File: config.mk
export PLATFORM = sky130hd
export DESIGN_NAME = mac_feeder_flat
export DESIGN_NICKNAME = d
export VERILOG_FILES = /design/src/rtl/mac_feeder_pkg.sv /design/src/rtl/mac_feeder_if.sv /design/src/rtl/mac_feeder_pair_buffer.sv /design/src/rtl/mac_feeder.sv /design/src/flat_wrapper.sv
export SDC_FILE = /design/constraint.sdc
export NUM_CORES = 1
export LEC_CHECK = 0
export ABC_CLOCK_PERIOD_IN_PS = 7020
export BUFFER_PORTS_ARGS = -buffer_cell sky130_fd_sc_hd__buf_4
export CAP_MARGIN = 20
export CORE_AREA = 5 5 218 220
export CTS_CLUSTER_SIZE = 28
export DETAILED_ROUTE_END_ITERATION = 7
export DIE_AREA = 0 0 223 225
export PLACE_DENSITY = 0.71
export SYNTH_ARGS = -nofsm -noshare
export SYNTH_HDL_FRONTEND = slang
export SYNTH_SLANG_ARGS = --single-unit
File: constraint.sdc
create_clock -name clk -period 7.02 [get_ports clk]
set_clock_uncertainty 0.15 [all_clocks]
set_input_delay 0.351 -clock clk [delete_from_list [all_inputs] [get_ports clk]]
set_output_delay 0.351 -clock clk [all_outputs]
set_load 0.005 [all_outputs]
File: src/rtl/mac_feeder_pkg.sv
// Shared types and constants for the MAC feeder: FSM states, phase lengths,
// index sizing and fixed-point constants.
package mac_feeder_pkg;

    localparam int S_DEF        = 8;
    localparam int N_DEF        = 32;
    localparam int INTBITS_DEF  = 12;
    localparam int FRACBITS_DEF = 20;

    localparam int CLR_CYC   = 1;
    localparam int PRIME_CYC = 2;
    localparam int DRAIN_CYC = 2;

    typedef enum logic [2:0] {
        IDLE   = 3'd0,
        CLR    = 3'd1,
        PRIME  = 3'd2,
        STREAM = 3'd3,
        DRAIN  = 3'd4,
        RESULT = 3'd5
    } state_t;

    // Wide enough to hold a fill count of 0..S inclusive.
    function automatic int idx_width(input int s);
        return $clog2(s + 1);
    endfunction

    localparam logic [N_DEF-1:0] FX_ONE  = N_DEF'(1) << FRACBITS_DEF;
    localparam logic [N_DEF-1:0] FX_ZERO = '0;

endpackage

File: src/rtl/mac_feeder_if.sv
// Host/MAC-facing bus of the MAC feeder. The slave modport is the feeder side,
// the master modport is the host and MAC side.
interface mac_feeder_if
    import mac_feeder_pkg::*;
#(
    parameter int N = N_DEF
);
    // Handshakes: a transfer happens on a rising edge where valid and ready are
    // both high; a valid, once raised, holds its payload until that edge.
    logic         load_valid;
    logic         load_ready;
    logic [N-1:0] load_w;
    logic [N-1:0] load_x;
    logic         start;
    logic         busy;
    logic         mac_rst;
    logic [N-1:0] mac_w;
    logic [N-1:0] mac_x;
    logic [N-1:0] mac_sum;
    logic [N-1:0] result;
    logic         result_valid;
    logic         result_ready;

    modport slave (
        input  load_valid, load_w, load_x, start, mac_sum, result_ready,
        output load_ready, busy, mac_rst, mac_w, mac_x, result, result_valid
    );

    modport master (
        output load_valid, load_w, load_x, start, mac_sum, result_ready,
        input  load_ready, busy, mac_rst, mac_w, mac_x, result, result_valid
    );

endinterface

File: src/rtl/mac_feeder_pair_buffer.sv
// S-entry weight/input register file with a fill counter, one write port and
// one registered, zero-padding read port.
module mac_feeder_pair_buffer
    import mac_feeder_pkg::*;
#(
    parameter int S = S_DEF,
    parameter int N = N_DEF
) (
    input  logic                    clk,
    input  logic                    reset,
    input  logic                    i_wr_en,
    input  logic [N-1:0]            i_wr_w,
    input  logic [N-1:0]            i_wr_x,
    input  logic                    i_clear,
    input  logic                    i_rd_en,
    input  logic [idx_width(S)-1:0] i_rd_idx,
    output logic [idx_width(S)-1:0] o_count,
    output logic [N-1:0]            o_rd_w,
    output logic [N-1:0]            o_rd_x
);
    localparam int CW = idx_width(S);
    localparam int AW = (S > 1) ? $clog2(S) : 1;

    logic [N-1:0]  r_mem_w [S];
    logic [N-1:0]  r_mem_x [S];
    logic [CW-1:0] r_count;
    logic [N-1:0]  r_rd_w;
    logic [N-1:0]  r_rd_x;

    // Storage is deliberately not reset; the fill count masks stale slots.
    always_ff @(posedge clk) begin
        if (i_wr_en) begin
            r_mem_w[r_count[AW-1:0]] <= i_wr_w;
            r_mem_x[r_count[AW-1:0]] <= i_wr_x;
        end
    end

    always_ff @(posedge clk or negedge reset) begin
        if (!reset) begin
            r_count <= '0;
        end else if (i_clear) begin
            r_count <= '0;
        end else if (i_wr_en) begin
            r_count <= r_count + 1'b1;
        end
    end

    always_ff @(posedge clk or negedge reset) begin
        if (!reset) begin
            r_rd_w <= '0;
            r_rd_x <= '0;
        end else if (i_rd_en && (i_rd_idx < r_count)) begin
            r_rd_w <= r_mem_w[i_rd_idx[AW-1:0]];
            r_rd_x <= r_mem_x[i_rd_idx[AW-1:0]];
        end else begin
            r_rd_w <= '0;
            r_rd_x <= '0;
        end
    end

    assign o_count = r_count;
    assign o_rd_w  = r_rd_w;
    assign o_rd_x  = r_rd_x;

endmodule

File: src/rtl/mac_feeder.sv
// Sequencer that resets the MAC, streams the buffered pairs onto its W/X inputs
// in step with the MAC's internal counter, and hands back the captured sum.
module mac_feeder
    import mac_feeder_pkg::*;
#(
    parameter int S = S_DEF,
    parameter int N = N_DEF
) (
    input  logic        clk,
    input  logic        reset,
    mac_feeder_if.slave bus,
    output state_t      o_state
);
    localparam int CW = idx_width(S);

    state_t        r_state;
    logic [CW-1:0] r_cnt;
    logic          r_mac_rst;
    logic [N-1:0]  r_result;
    logic          r_result_valid;

    logic          w_load_ready;
    logic          w_load_fire;
    logic          w_clear;
    logic          w_rd_en;
    logic [CW-1:0] w_rd_idx;
    logic [CW-1:0] w_count;
    logic [N-1:0]  w_rd_w;
    logic [N-1:0]  w_rd_x;

    assign w_load_ready = reset && (r_state == IDLE) && (w_count < CW'(S));
    assign w_load_fire  = bus.load_valid && w_load_ready;
    assign w_clear      = (r_state == RESULT) && bus.result_ready;

    // The read port is registered, so the address runs one cycle ahead of the
    // slot that appears on mac_w/mac_x.
    always_comb begin
        w_rd_en  = 1'b0;
        w_rd_idx = '0;
        if ((r_state == PRIME) && (r_cnt == CW'(PRIME_CYC - 1))) begin
            w_rd_en = 1'b1;
        end else if ((r_state == STREAM) && (r_cnt != CW'(S - 1))) begin
            w_rd_en  = 1'b1;
            w_rd_idx = r_cnt + 1'b1;
        end
    end

    mac_feeder_pair_buffer #(
        .S(S),
        .N(N)
    ) u_buf (
        .clk      (clk),
        .reset    (reset),
        .i_wr_en  (w_load_fire),
        .i_wr_w   (bus.load_w),
        .i_wr_x   (bus.load_x),
        .i_clear  (w_clear),
        .i_rd_en  (w_rd_en),
        .i_rd_idx (w_rd_idx),
        .o_count  (w_count),
        .o_rd_w   (w_rd_w),
        .o_rd_x   (w_rd_x)
    );

    always_ff @(posedge clk or negedge reset) begin
        if (!reset) begin
            r_state        <= IDLE;
            r_cnt          <= '0;
            r_mac_rst      <= 1'b1;
            r_result       <= '0;
            r_result_valid <= 1'b0;
        end else begin
            case (r_state)
                IDLE: begin
                    r_mac_rst <= 1'b0;
                    if (bus.start) begin
                        r_state   <= CLR;
                        r_cnt     <= '0;
                        r_mac_rst <= 1'b1;
                    end
                end
                CLR: begin
                    if (r_cnt == CW'(CLR_CYC - 1)) begin
                        r_state   <= PRIME;
                        r_cnt     <= '0;
                        r_mac_rst <= 1'b0;
                    end else begin
                        r_cnt <= r_cnt + 1'b1;
                    end
                end
                PRIME: begin
                    if (r_cnt == CW'(PRIME_CYC - 1)) begin
                        r_state <= STREAM;
                        r_cnt   <= '0;
                    end else begin
                        r_cnt <= r_cnt + 1'b1;
                    end
                end
                STREAM: begin
                    if (r_cnt == CW'(S - 1)) begin
                        r_state <= DRAIN;
                        r_cnt   <= '0;
                    end else begin
                        r_cnt <= r_cnt + 1'b1;
                    end
                end
                DRAIN: begin
                    // The MAC latched its sum one edge ago; it is stable now.
                    if (r_cnt == CW'(DRAIN_CYC - 1)) begin
                        r_state        <= RESULT;
                        r_cnt          <= '0;
                        r_result       <= bus.mac_sum;
                        r_result_valid <= 1'b1;
                    end else begin
                        r_cnt <= r_cnt + 1'b1;
                    end
                end
                RESULT: begin
                    if (bus.result_ready) begin
                        r_state        <= IDLE;
                        r_result_valid <= 1'b0;
                    end
                end
                default: begin
                    r_state        <= IDLE;
                    r_cnt          <= '0;
                    r_result_valid <= 1'b0;
                end
            endcase
        end
    end

    assign bus.load_ready   = w_load_ready;
    assign bus.busy         = (r_state != IDLE);
    assign bus.mac_rst      = r_mac_rst;
    assign bus.mac_w        = w_rd_w;
    assign bus.mac_x        = w_rd_x;
    assign bus.result       = r_result;
    assign bus.result_valid = r_result_valid;
    assign o_state          = r_state;

endmodule
File: src/flat_wrapper.sv
// flat-port wrapper written by rule: the top's interface ports become plain ports
module mac_feeder_flat import mac_feeder_pkg::*;
#(
    parameter int S = S_DEF,
    parameter int N = N_DEF
)
  (clk, reset, o_state, bus_load_valid, bus_load_w, bus_load_x, bus_start, bus_mac_sum, bus_result_ready, bus_load_ready, bus_busy, bus_mac_rst, bus_mac_w, bus_mac_x, bus_result, bus_result_valid);
  mac_feeder_if #(.N(N)) bus_i ();
  input  logic clk;
  input  logic reset;
  output state_t o_state;
  input wire logic [$bits(bus_i.load_valid)-1:0] bus_load_valid;
  input wire logic [$bits(bus_i.load_w)-1:0] bus_load_w;
  input wire logic [$bits(bus_i.load_x)-1:0] bus_load_x;
  input wire logic [$bits(bus_i.start)-1:0] bus_start;
  input wire logic [$bits(bus_i.mac_sum)-1:0] bus_mac_sum;
  input wire logic [$bits(bus_i.result_ready)-1:0] bus_result_ready;
  output wire logic [$bits(bus_i.load_ready)-1:0] bus_load_ready;
  output wire logic [$bits(bus_i.busy)-1:0] bus_busy;
  output wire logic [$bits(bus_i.mac_rst)-1:0] bus_mac_rst;
  output wire logic [$bits(bus_i.mac_w)-1:0] bus_mac_w;
  output wire logic [$bits(bus_i.mac_x)-1:0] bus_mac_x;
  output wire logic [$bits(bus_i.result)-1:0] bus_result;
  output wire logic [$bits(bus_i.result_valid)-1:0] bus_result_valid;
  assign bus_i.load_valid = bus_load_valid;
  assign bus_i.load_w = bus_load_w;
  assign bus_i.load_x = bus_load_x;
  assign bus_i.start = bus_start;
  assign bus_i.mac_sum = bus_mac_sum;
  assign bus_i.result_ready = bus_result_ready;
  assign bus_load_ready = bus_i.load_ready;
  assign bus_busy = bus_i.busy;
  assign bus_mac_rst = bus_i.mac_rst;
  assign bus_mac_w = bus_i.mac_w;
  assign bus_mac_x = bus_i.mac_x;
  assign bus_result = bus_i.result;
  assign bus_result_valid = bus_i.result_valid;
  mac_feeder #(.S(S), .N(N)) u_core (.clk(clk), .reset(reset), .bus(bus_i), .o_state(o_state));
endmodule
==> results of run 1 <==
[per-layer routing]
metal / vias to the layer above / part of all wire (%) / global-route usage [%]
li1: 6320 / - / -
met1: 7456 / 42 / 31.5
met2: 513 / 49 / 35.7
met3: 95 / 6.5 / 4.09
met4: 0 / 2.3 / 6.60
met5: - / 0 / 0
[registers in the layout (all words and copies together), names as in the netlist]
signal / flops
u_core.bus.mac_rst: 1
u_core.bus.result: 32
u_core.bus.result_valid: 1
u_core.o_state: 3
u_core.r_cnt: 4
u_core.u_buf.o_count: 4
u_core.u_buf.o_rd_w: 32
u_core.u_buf.o_rd_x: 32
u_core.u_buf.r_mem_w: 256
u_core.u_buf.r_mem_x: 256
[synth_stat cells, types with 3 or more instances]
| cell type | n | share of area [%] |
|---|---|---|
| a211oi_1 | 63 | 1.9 |
| a21oi_1 | 7 | 0.14 |
| a2bb2oi_1 | 97 | 3.5 |
| a2bb2oi_2 | 30 | 1.8 |
| buf_1 | 5 | 0.076 |
| buf_2 | 32 | 0.65 |
| buf_4 | 4 | 0.12 |
| buf_6 | 8 | 0.37 |
| clkbuf_1 | 65 | 0.99 |
| dfrtp_1 | 108 | 11 |
| edfxtp_1 | 512 | 62 |
| ha_1 | 7 | 0.36 |
| inv_1 | 14 | 0.21 |
| mux2_4 | 30 | 1.8 |
| mux4_2 | 64 | 5.9 |
| nand2_1 | 12 | 0.18 |
| nand3b_1 | 3 | 0.091 |
| nor2_1 | 207 | 3.2 |
| nor2b_1 | 3 | 0.076 |
| nor3_1 | 6 | 0.12 |
| o21ai_0 | 68 | 1.4 |
| o221ai_1 | 63 | 2.2 |
| o22ai_1 | 3 | 0.076 |
[worst max-delay path: cells and delay by family, from the launching register on]
family,cells,cell delay [ns]
AOI/OAI and AO/OA,3,0.67
and+or+nand+nor,4,1.12
buffers and inverters,2,1.44
DFF,1,0.63
adders and majority gates,1,0.40
[power by group]
part	switching [mW]	total, mW	internal, mW
combinational	1.89	3.33	1.43
sequential	0.186	4.47	4.29
clock	1.35	3.20	1.85
total	3.43	11.0	7.57
[final timing paths]
path / endpoint / slack [ns] / depth (start not counted)
worst min-delay path: u_core.bus.result[7]$_DFFE_PN0P_ / 0.11 / 2
max in group asynchronous: u_core.u_buf.o_rd_w[8]$_DFF_PN0_ / 5.47 / 4
worst min register to register: u_core.u_buf.o_count[3]$_DFFE_PN0P_ / 0.36 / 1
worst max register to register: u_core.u_buf.o_rd_w[31]$_DFF_PN0_ / 2.42 / 10
worst max-delay path: u_core.u_buf.o_rd_w[31]$_DFF_PN0_ / 2.42 / 10
min in group clk: u_core.u_buf.o_count[1]$_DFFE_PN0P_ / 0.20 / 4
[layout make-up]
class | instances | area (um2) | share of cell area [%]
tap | 600 | 751 | 2.53
multi-input combinational | 701 | 5990 | 20.2
sequential | 621 | 18100 | 61.0
timing repair buffer | 325 | 2740 | 9.25
clock inverter | 25 | 229 | 0.772
antenna | 4 | 10.0 | 0.0337
clock buffer | 88 | 1770 | 5.96
inverter | 15 | 66.3 | 0.224
[stage by stage]
stage	total power [mW]	utilization [%]	instance area, um2	hold WS [ns]	setup WS [ns]
finish	11.0	65.8	29700	0.110	2.42
global route	11.5	65.8	29700	0.146	2.14
CTS	11.0	65.6	29600	0.0939	2.41
detailed placement	7.80	59.0	26600	0.185	2.45
global placement	7.73	59.0	26600	0.184	2.52
floorplan	6.78	-	24600	-0.0946	0.588
[kinds of logic (layout without fill, tap and decap cells)]
| kind of cell | count (synthesis) | in the layout | synth area share (%) |
|---|---|---|---|
| flops | 621 | 621 | 73.6 |
| simple gates | 246 | 246 | 4.06 |
| fa+ha+maj | 7 | 7 | 0.356 |
| buf+inv | 129 | 453 | 2.43 |
| xor+xnor | 3 | 3 | 0.107 |
| mux | 98 | 98 | 7.86 |
| other cells | 0 | 4 | 0 |
| compound gates | 347 | 347 | 11.6 |
==> impl_metrics.csv, run 1 <==
group,metric,value,unit
yosys,synth-seq-area-share,73.6,%
worst_setup_path,max_stage_delay,1.02,ns
clock_tree,clockBufferDepth,3,
worst_setup_path,worstPathRequired,7.37,ns
yosys,synth_cells,1451,
drt,drt-initial-drc-count,1350,
cells_and_area,final_net_count,1832,
clock_tree,h-tree-depth,2,
yosys,synth_top_flop_cell,"edfxtp_1",
worst_setup_path,path_max_fanout,76,
placed_design,globalplace.congestion,0.788,
cells_and_area,final_cell_mix,"edfxtp_1, buf_4, nor2_1, dfrtp_1, dlygate4sd3_1",
power,p_per_area,371,nW/um2
worst_setup_path,worstSetupPathType,"flop to flop",
worst_setup_path,r2r_start,"u_core.o_state[0]$_DFFE_PN0P_",
sta,setup_tns,0,ns
min_path,min_path_type,"primary input to asynchronous set/reset pin",
drt,wl_per_cell,23.9,um
global_routing,grt_remaining_overflow,0,
sta,tightest_slew,1.12,ns
cells_and_area,drive_above_1_share,26.1,%
clock_tree,cts_made_buffers,60,
clock_tree,cts.clk_slew.worst_paths,0.07,ns
cells_and_area,nFillCells,3041,
run,drv_cap,0,
cells_and_area,mostFrequentLayoutCell,"edfxtp_1",
cells_and_area,syn2layout_area_growth,20.5,%
worst_setup_path,crit_chain,"and3b_1 > nand2_4 > inv_4 > ha_1 > o211ai_1 > nor2_1 > o22ai_1 > nand3b_1 > buf_4 > a211oi_1",
clock_tree,ctsResizeCount,0,
yosys,async_flop_share,17.6,%
global_routing,grt_pass1_wl,86.9,mm
yosys,synth_enable_flop_cells,512,
sta,finalHoldViolCount,0,
drt,drtPass1Iterations,5,
clock_tree,cts.sinks,621,
placed_design,portBuffers,203,
worst_setup_path,worstSetupStartpoint,"u_core.o_state[0]$_DFFE_PN0P_",
drt,wl,56.9,mm
yosys,ys_ff_latch,621,
global_routing,grt.total_usage,22.2,%
floorplanning,start_util,54.6,%
sta,drv_slew,0,
floorplanning,die_h,225,um
yosys,syn-cell-area,24600,um2
placed_design,dp.cells,2160,
sta,setup_viol,0,
power,vdd_ir_drop_max,0.000276,V
clock_tree,root_buffer,"clkbuf_16",
placed_design,dp_hpwl,29.0,mm
sta,rsz0062_at_grt,"false",
floorplanning,core-area,45100,um2
cells_and_area,final_cells,2379,
yosys,syn_nets,1559,
global_routing,antenna_found_initial,4,
clock_tree,cts_tree,"built",
worst_setup_path,end_kind,"flop",
yosys,avgSynthCellArea,17.0,um2
floorplanning,row_count,78,
global_routing,grt_pass1_vias,14260,
yosys,ys_types,53,
floorplanning,die_w,223,um
sta,finalCritPeriodShare,65.5,%
clock_tree,ctsHoldBuffers,99,
drt,drcViolationCount,0,
sta,fmax,0.218,GHz
floorplanning,dieArea,50200,um2
power,p_leak,10.6,nW
drt,vias,14384,
worst_setup_path,worstSetupStartpointType,"flop",
global_routing,grt_max_degree,104,
worst_setup_path,crit_arrival,4.95,ns
worst_setup_path,crit_slowest_cell,"inv_4",
sta,fin_crit,4.60,ns
run_status,status,"finished clean",
drt,ant_nets,0,
yosys,yosysWarnings,0,
floorplanning,ios,204,
drt,viasPerCell,6.05,
clock_tree,post-cts-setup-buffers,0,
clock_tree,insertion_delay,0.63,ns
sta,slew_headroom,25.2,%
(Power assumes the default switching activity.)
==> run 2: changes to the inputs <==
--- a/config.mk
+++ b/config.mk
@@ -5,14 +5,14 @@
 export SDC_FILE = /design/constraint.sdc
 export NUM_CORES = 1
 export LEC_CHECK = 0
-export ABC_CLOCK_PERIOD_IN_PS = 7020
+export ABC_CLOCK_PERIOD_IN_PS = 4100
 export BUFFER_PORTS_ARGS = -buffer_cell sky130_fd_sc_hd__buf_4
 export CAP_MARGIN = 20
-export CORE_AREA = 5 5 218 220
+export CORE_AREA = 5 5 220 222
 export CTS_CLUSTER_SIZE = 28
 export DETAILED_ROUTE_END_ITERATION = 7
-export DIE_AREA = 0 0 223 225
-export PLACE_DENSITY = 0.71
+export DIE_AREA = 0 0 225 227
+export PLACE_DENSITY = 0.72
 export SYNTH_ARGS = -nofsm -noshare
 export SYNTH_HDL_FRONTEND = slang
 export SYNTH_SLANG_ARGS = --single-unit
==> constraint.sdc (replaced) <==
create_clock -name clk -period 4.1 [get_ports clk]
set_clock_uncertainty 0.15 [all_clocks]
set_input_delay 0.205 -clock clk [delete_from_list [all_inputs] [get_ports clk]]
set_output_delay 0.205 -clock clk [all_outputs]
set_load 0.005 [all_outputs]
==> run 2 against run 1 <==
  * Core utilization shrank 1.4 points
  * Critical endpoint is now u_core.u_buf.o_rd_x[4]$_DFF_PN0_
  * Sequential share of layout area shrank 0.12 points
  * Largest cell class unchanged
  * Highest routed layer is now met5
  * Via count shrank 0.31%
  * Global-route usage shrank 0.44 points
==> impl_metrics.csv, run 2 (synthesis results as in run 1) <==
group,metric,value,unit
clock_tree,clockBufferDepth,3,
sta,slew_headroom,29.2,%
cells_and_area,final_net_count,1839,
sta,tightest_slew,1.06,ns
run_status,status,"finished clean",
clock_tree,cts.sinks,621,
clock_tree,ctsResizeCount,0,
clock_tree,root_buffer,"clkbuf_16",
floorplanning,dieArea,51100,um2
min_path,hold_depth,4,
power,vdd_ir_drop_max,0.000768,V
drt,vias,14339,
power,p_sw,5.82,mW
drt,wl_per_cell,23.5,um
run,drv_cap,0,
cells_and_area,drive_above_1_share,25.9,%
power,combPwrFrac,30.5,%
placed_design,globalplace.congestion,0.772,
clock_tree,cts_tree,"built",
clock_tree,h-tree-depth,2,
worst_setup_path,worstPathBufferInverterCount,2,
worst_setup_path,worstPathRequired,4.44,ns
power,power.internal,12.7,mW
sta,finalCritPeriodShare,80.7,%
worst_setup_path,worstSetupPathType,"flop to flop",
power,p_per_area,624,nW/um2
placed_design,dp.cells,2175,
drt,drcViolationCount,0,
clock_tree,post-cts-setup-buffers,0,
min_path,min_path_type,"primary input to flop",
floorplanning,start_util,53.3,%
global_routing,grt.total_usage,21.7,%
worst_setup_path,critical_path.top_delay_family,"simple AND/OR/NAND/NOR gates",
global_routing,grt_max_degree,195,
drt,ant_nets,0,
power,pwr-share-seq,41.5,%
drt,drtPass1Iterations,5,
cells_and_area,syn2layout_area_growth,20.8,%
worst_setup_path,worstSetupStartpointType,"flop",
floorplanning,die_w,225,um
power,p_leak,10.5,nW
drt,wl,56.3,mm
global_routing,grt_pass1_wl,86.1,mm
placed_design,portBuffers,203,
worst_setup_path,critical_path_depth,12,
cells_and_area,final_cell_mix,"edfxtp_1, buf_4, nor2_1, dfrtp_1, dlygate4sd3_1",
floorplanning,ios,204,
worst_setup_path,path_max_fanout,35,
global_routing,grt_remaining_overflow,0,
sta,hold_ws,0.0841,ns
worst_setup_path,end_kind,"flop",
power,swShare,31.4,%
worst_setup_path,reg2regPathDepth,12,
sta,fin_crit,3.31,ns
cells_and_area,mostFrequentLayoutCell,"edfxtp_1",
sta,setup_viol,0,
sta,fmax,0.302,GHz
drt,viasPerCell,5.99,
cells_and_area,final_cells,2395,
worst_setup_path,crit_arrival,3.65,ns
power,p_clk_share,28.0,%
global_routing,antenna_found_initial,6,
clock_tree,cts_made_buffers,60,
placed_design,dp_hpwl,29.4,mm
cells_and_area,nFillCells,3155,
floorplanning,die_h,227,um
clock_tree,cts.clk_slew.worst_paths,0.06,ns
global_routing,grt_pass1_vias,14668,
worst_setup_path,crit_chain,"ha_1 > nand3b_1 > and2_4 > nand2_4 > inv_1 > ha_1 > nor2b_1 > o21a_1 > o21ai_0 > nand3b_1 > buf_4 > a211oi_1",
sta,finalHoldViolCount,0,
drt,drt-initial-drc-count,1447,
worst_setup_path,crit_slowest_cell,"dfrtp_4",
worst_setup_path,max_stage_delay,0.67,ns
floorplanning,core-area,46200,um2
clock_tree,insertion_delay,0.61,ns
sta,rsz0062_at_grt,"false",
floorplanning,row_count,79,
sta,drv_slew,0,
[run 2: area by class of cell]
cell class | instances | area (um2) | area share (%)
inverter | 15 | 66.3 | 0.223
clock buffer | 90 | 1690 | 5.67
sequential | 621 | 18100 | 60.9
clock inverter | 24 | 160 | 0.539
tap | 607 | 759 | 2.55
timing repair buffer | 332 | 2930 | 9.85
antenna | 5 | 12.5 | 0.0421
multi-input combinational | 701 | 6000 | 20.2
[run 2: timing repair]
item | in CTS | in global routing
hold buffers | 99 | 1
endpoints found under the setup margin | 0 | 0
hold endpoints to repair | 619 | 11
[run 2: path summary, 6_finish.rpt]
kind | from | endpoint | slack, ns
setup reg to reg | u_core.r_cnt[0]$_DFFE_PN0P_ | u_core.u_buf.o_rd_x[4]$_DFF_PN0_ | 0.79
hold / removal | bus_load_valid | u_core.u_buf.o_count[1]$_DFFE_PN0P_ | 0.08
max in group asynchronous | reset | u_core.r_cnt[0]$_DFFE_PN0P_ | 1.81
hold reg to reg | u_core.u_buf.o_count[3]$_DFFE_PN0P_ | u_core.u_buf.o_count[3]$_DFFE_PN0P_ | 0.36
min in group asynchronous | reset | u_core.bus.result[4]$_DFFE_PN0P_ | 0.57
setup / recovery | u_core.r_cnt[0]$_DFFE_PN0P_ | u_core.u_buf.o_rd_x[4]$_DFF_PN0_ | 0.79
[run 2: tightest hold or removal path, delay by kind of cell]
family	cells	cell delay, ns
buffers and inverters	1	0.11
muxes	1	0.14
and+or+nand+nor	2	0.34
[run 2: metrics by stage]
| stage | utilization, % | cell area [um2] | setup WS (ns) | setup TNS (ns) | power (mW) |
|---|---|---|---|---|---|
| 2_1_floorplan | - | 24600 | -0.616 | -242.60 | 11.6 |
| 3_3_place_gp | 58.1 | 26800 | 0.836 | 0 | 13.3 |
| 3_5_place_dp | 58.1 | 26800 | 0.800 | 0 | 13.4 |
| 4_1_cts | 64.3 | 29700 | 0.763 | 0 | 18.6 |
| 5_1_grt | 64.4 | 29700 | 0.482 | 0 | 19.4 |
| 6_report | 64.4 | 29700 | 0.790 | 0 | 18.5 |
[run 2: per-layer routing]
| layer | share of wire [%] | GRT usage [%] | wire [um] |
|---|---|---|---|
| met5 | 0.023 | 0 | 13 |
| met4 | 2.7 | 7.23 | 1510 |
| met3 | 6.9 | 3.91 | 3860 |
| met2 | 50 | 35.7 | 28000 |
| met1 | 41 | 30.1 | 22900 |
[run 2: power by group through the flow]
stage / Sequential (mW) / Clock (mW) / Combinational, mW
6_report: 7.70 / 5.18 / 5.66
5_1_grt: 7.74 / 5.55 / 6.13
4_1_cts: 7.68 / 5.27 / 5.68
3_5_place_dp: 7.81 / 0 / 5.58
3_3_place_gp: 7.79 / 0 / 5.47
2_1_floorplan: 7.69 / 0 / 3.92
==> run 3: changes to the inputs <==
--- a/config.mk
+++ b/config.mk
@@ -5,7 +5,7 @@
 export SDC_FILE = /design/constraint.sdc
 export NUM_CORES = 1
 export LEC_CHECK = 0
-export ABC_CLOCK_PERIOD_IN_PS = 4100
+export ABC_CLOCK_PERIOD_IN_PS = 2800
 export BUFFER_PORTS_ARGS = -buffer_cell sky130_fd_sc_hd__buf_4
 export CAP_MARGIN = 20
 export CORE_AREA = 5 5 220 222
==> constraint.sdc (replaced) <==
create_clock -name clk -period 2.8 [get_ports clk]
set_clock_uncertainty 0.15 [all_clocks]
set_input_delay 0.14 -clock clk [delete_from_list [all_inputs] [get_ports clk]]
set_output_delay 0.14 -clock clk [all_outputs]
set_load 0.005 [all_outputs]
==> run 3 against run 2 <==
  * Sequential share of layout area is 1.8 points lower
  * Critical path type unchanged
  * Largest power group unchanged
  * Critical endpoint is now u_core.u_buf.o_rd_w[24]$_DFF_PN0_
  * Largest cell class unchanged
  * Wire length is 5.7% higher
  * Clock power rose by 59%
  * Final cell count increased by 0.71%
  * Highest routed layer is now met4
==> impl_metrics.csv, run 3 (synthesis results as in run 1) <==
group,metric,value,unit
sta,setup_viol,0,
worst_setup_path,crit_arrival,3.08,ns
sta,drv_slew,0,
sta,hold_ws,0.141,ns
global_routing,grt_pass1_vias,14995,
cells_and_area,mostFrequentLayoutCell,"edfxtp_1",
global_routing,grt.total_usage,22.5,%
floorplanning,start_util,53.3,%
worst_setup_path,reg2regPathDepth,13,
placed_design,globalplace.congestion,0.794,
power,p_per_area,951,nW/um2
floorplanning,die_w,225,um
floorplanning,core-area,46200,um2
worst_setup_path,worstSetupPathType,"flop to flop",
drt,drtPass1Iterations,7,
sta,tightest_slew,1.00,ns
run_status,status,"finished clean",
floorplanning,ios,204,
sta,worst_slack,0.0902,ns
floorplanning,die_h,227,um
floorplanning,row_count,79,
global_routing,grt_pass1_wl,89.4,mm
worst_setup_path,path_max_fanout,16,
clock_tree,cts.sinks,621,
drt,drt-initial-drc-count,1529,
clock_tree,clockBufferDepth,3,
clock_tree,cts_made_buffers,60,
cells_and_area,nFillCells,3026,
clock_tree,h-tree-depth,2,
drt,vias,14544,
clock_tree,root_buffer,"clkbuf_16",
drt,viasPerCell,6.03,
min_path,min_path_type,"primary input to flop",
clock_tree,insertion_delay,0.62,ns
placed_design,portBuffers,203,
drt,drcViolationCount,0,
min_path,hold_depth,2,
drt,wl_per_cell,24.7,um
global_routing,grt_max_degree,195,
cells_and_area,drive_above_1_share,31.1,%
cells_and_area,final_net_count,1858,
power,vdd_ir_drop_max,0.00134,V
worst_setup_path,worstSetupStartpointType,"flop",
clock_tree,cts.clk_slew.worst_paths,0.06,ns
sta,finalHoldViolCount,0,
placed_design,dp_hpwl,29.7,mm
placed_design,place_worst_setup_slack,0.104,ns
drt,wl,59.5,mm
global_routing,antenna_found_initial,5,
sta,fmax,0.369,GHz
cells_and_area,syn2layout_area_growth,24.4,%
sta,finalCritPeriodShare,96.8,%
clock_tree,cts_tree,"built",
worst_setup_path,end_kind,"flop",
worst_setup_path,worstPathRequired,3.17,ns
drt,ant_nets,0,
floorplanning,dieArea,51100,um2
sta,fin_crit,2.71,ns
global_routing,grt_remaining_overflow,0,
sta,slew_headroom,33.1,%
run,drv_cap,0,
cells_and_area,final_cell_mix,"edfxtp_1, buf_4, nor2_1, dfrtp_1, dlygate4sd3_1",
power,p_leak,10.9,nW
## run 3: cell count changes in the layout (fill, tap and decap cells not counted), moves of 2 or more
cell and delta:
a211oi_1 -63, a211oi_2 +63, buf_12 +7, buf_16 +2
buf_4 +4, buf_6 +2, bufinv_16 +6, clkbuf_1 -12
clkbuf_16 +2, clkbuf_8 +5, clkinv_4 +2, clkinvlp_4 -2
ha_1 -2, ha_4 +2
## run 3: repair_timing
item,CTS,global route
hold endpoints to repair,631,0
hold buffers,102,0
resized for setup,0,12
setup buffers,0,1
endpoints found under the setup margin,0,63
## run 3: metal layers
layer | part of all wire, % | global-route usage, % | vias up
met5 | 0 | 0 | -
met4 | 2.6 | 7.01 | 0
met3 | 6.9 | 3.64 | 94
met2 | 49 | 36.2 | 606
met1 | 42 | 32.4 | 7464
li1 | - | - | 6380
## run 3: report_power, final
part	total [mW]	internal (mW)	switching, mW
logic	9.66	4.23	5.44
registers	11.2	10.7	0.444
clock network	8.26	4.86	3.41
## run 3: metrics by stage
stage | util [%] | std cells | area, um2 | power, mW | TNS (ns)
detailed placement | 59.3 | 2187 | 27400 | 20.3 | 0
floorplan | - | 1451 | 25300 | 17.9 | -83.28
CTS | 66.0 | 2401 | 30500 | 28.7 | 0
global placement | 59.3 | 2187 | 27400 | 20.1 | 0
finish | 66.3 | 2412 | 30600 | 29.1 | 0
global route | 66.3 | 2411 | 30600 | 30.4 | -0.108
## run 3: critical path, stage by stage (launching register included)
cell	delay, ns
dfrtp_4	0.49
ha_4	0.18
nand3b_1	0.12
and2_4	0.20
nand2_4	0.05
inv_2	0.06
ha_4	0.19
nor2b_1	0.12
o21a_1	0.17
o21ai_1	0.13
nand3b_1	0.16
buf_6	0.21
buf_16	0.19
a211oi_2	0.17
## run 3: layout make-up
type	count	area, um2	share of cell area, %
timing repair buffer	351	3260	10.7
clock inverter	30	347	1.13
tap	607	759	2.48
sequential	621	18100	59.1
antenna	5	12.5	0.0409
clock buffer	82	1690	5.50
multi-input combinational	701	6380	20.8
inverter	15	66.3	0.217
## run 3: path summary, 6_finish.rpt
| path | from | to | slack [ns] |
|---|---|---|---|
| max reg2reg | u_core.r_cnt[0]$_DFFE_PN0P_ | u_core.u_buf.o_rd_w[24]$_DFF_PN0_ | 0.09 |
| max in group asynchronous | reset | u_core.u_buf.o_rd_w[11]$_DFF_PN0_ | 0.67 |
| min | bus_load_x[9] | u_core.u_buf.r_mem_x[6][9]$_DFFE_PP_ | 0.14 |
| min in group asynchronous | reset | u_core.bus.result[12]$_DFFE_PN0P_ | 0.48 |
| min reg2reg | u_core.u_buf.o_count[3]$_DFFE_PN0P_ | u_core.u_buf.o_count[3]$_DFFE_PN0P_ | 0.36 |
| max | u_core.r_cnt[0]$_DFFE_PN0P_ | u_core.u_buf.o_rd_w[24]$_DFF_PN0_ | 0.09 |
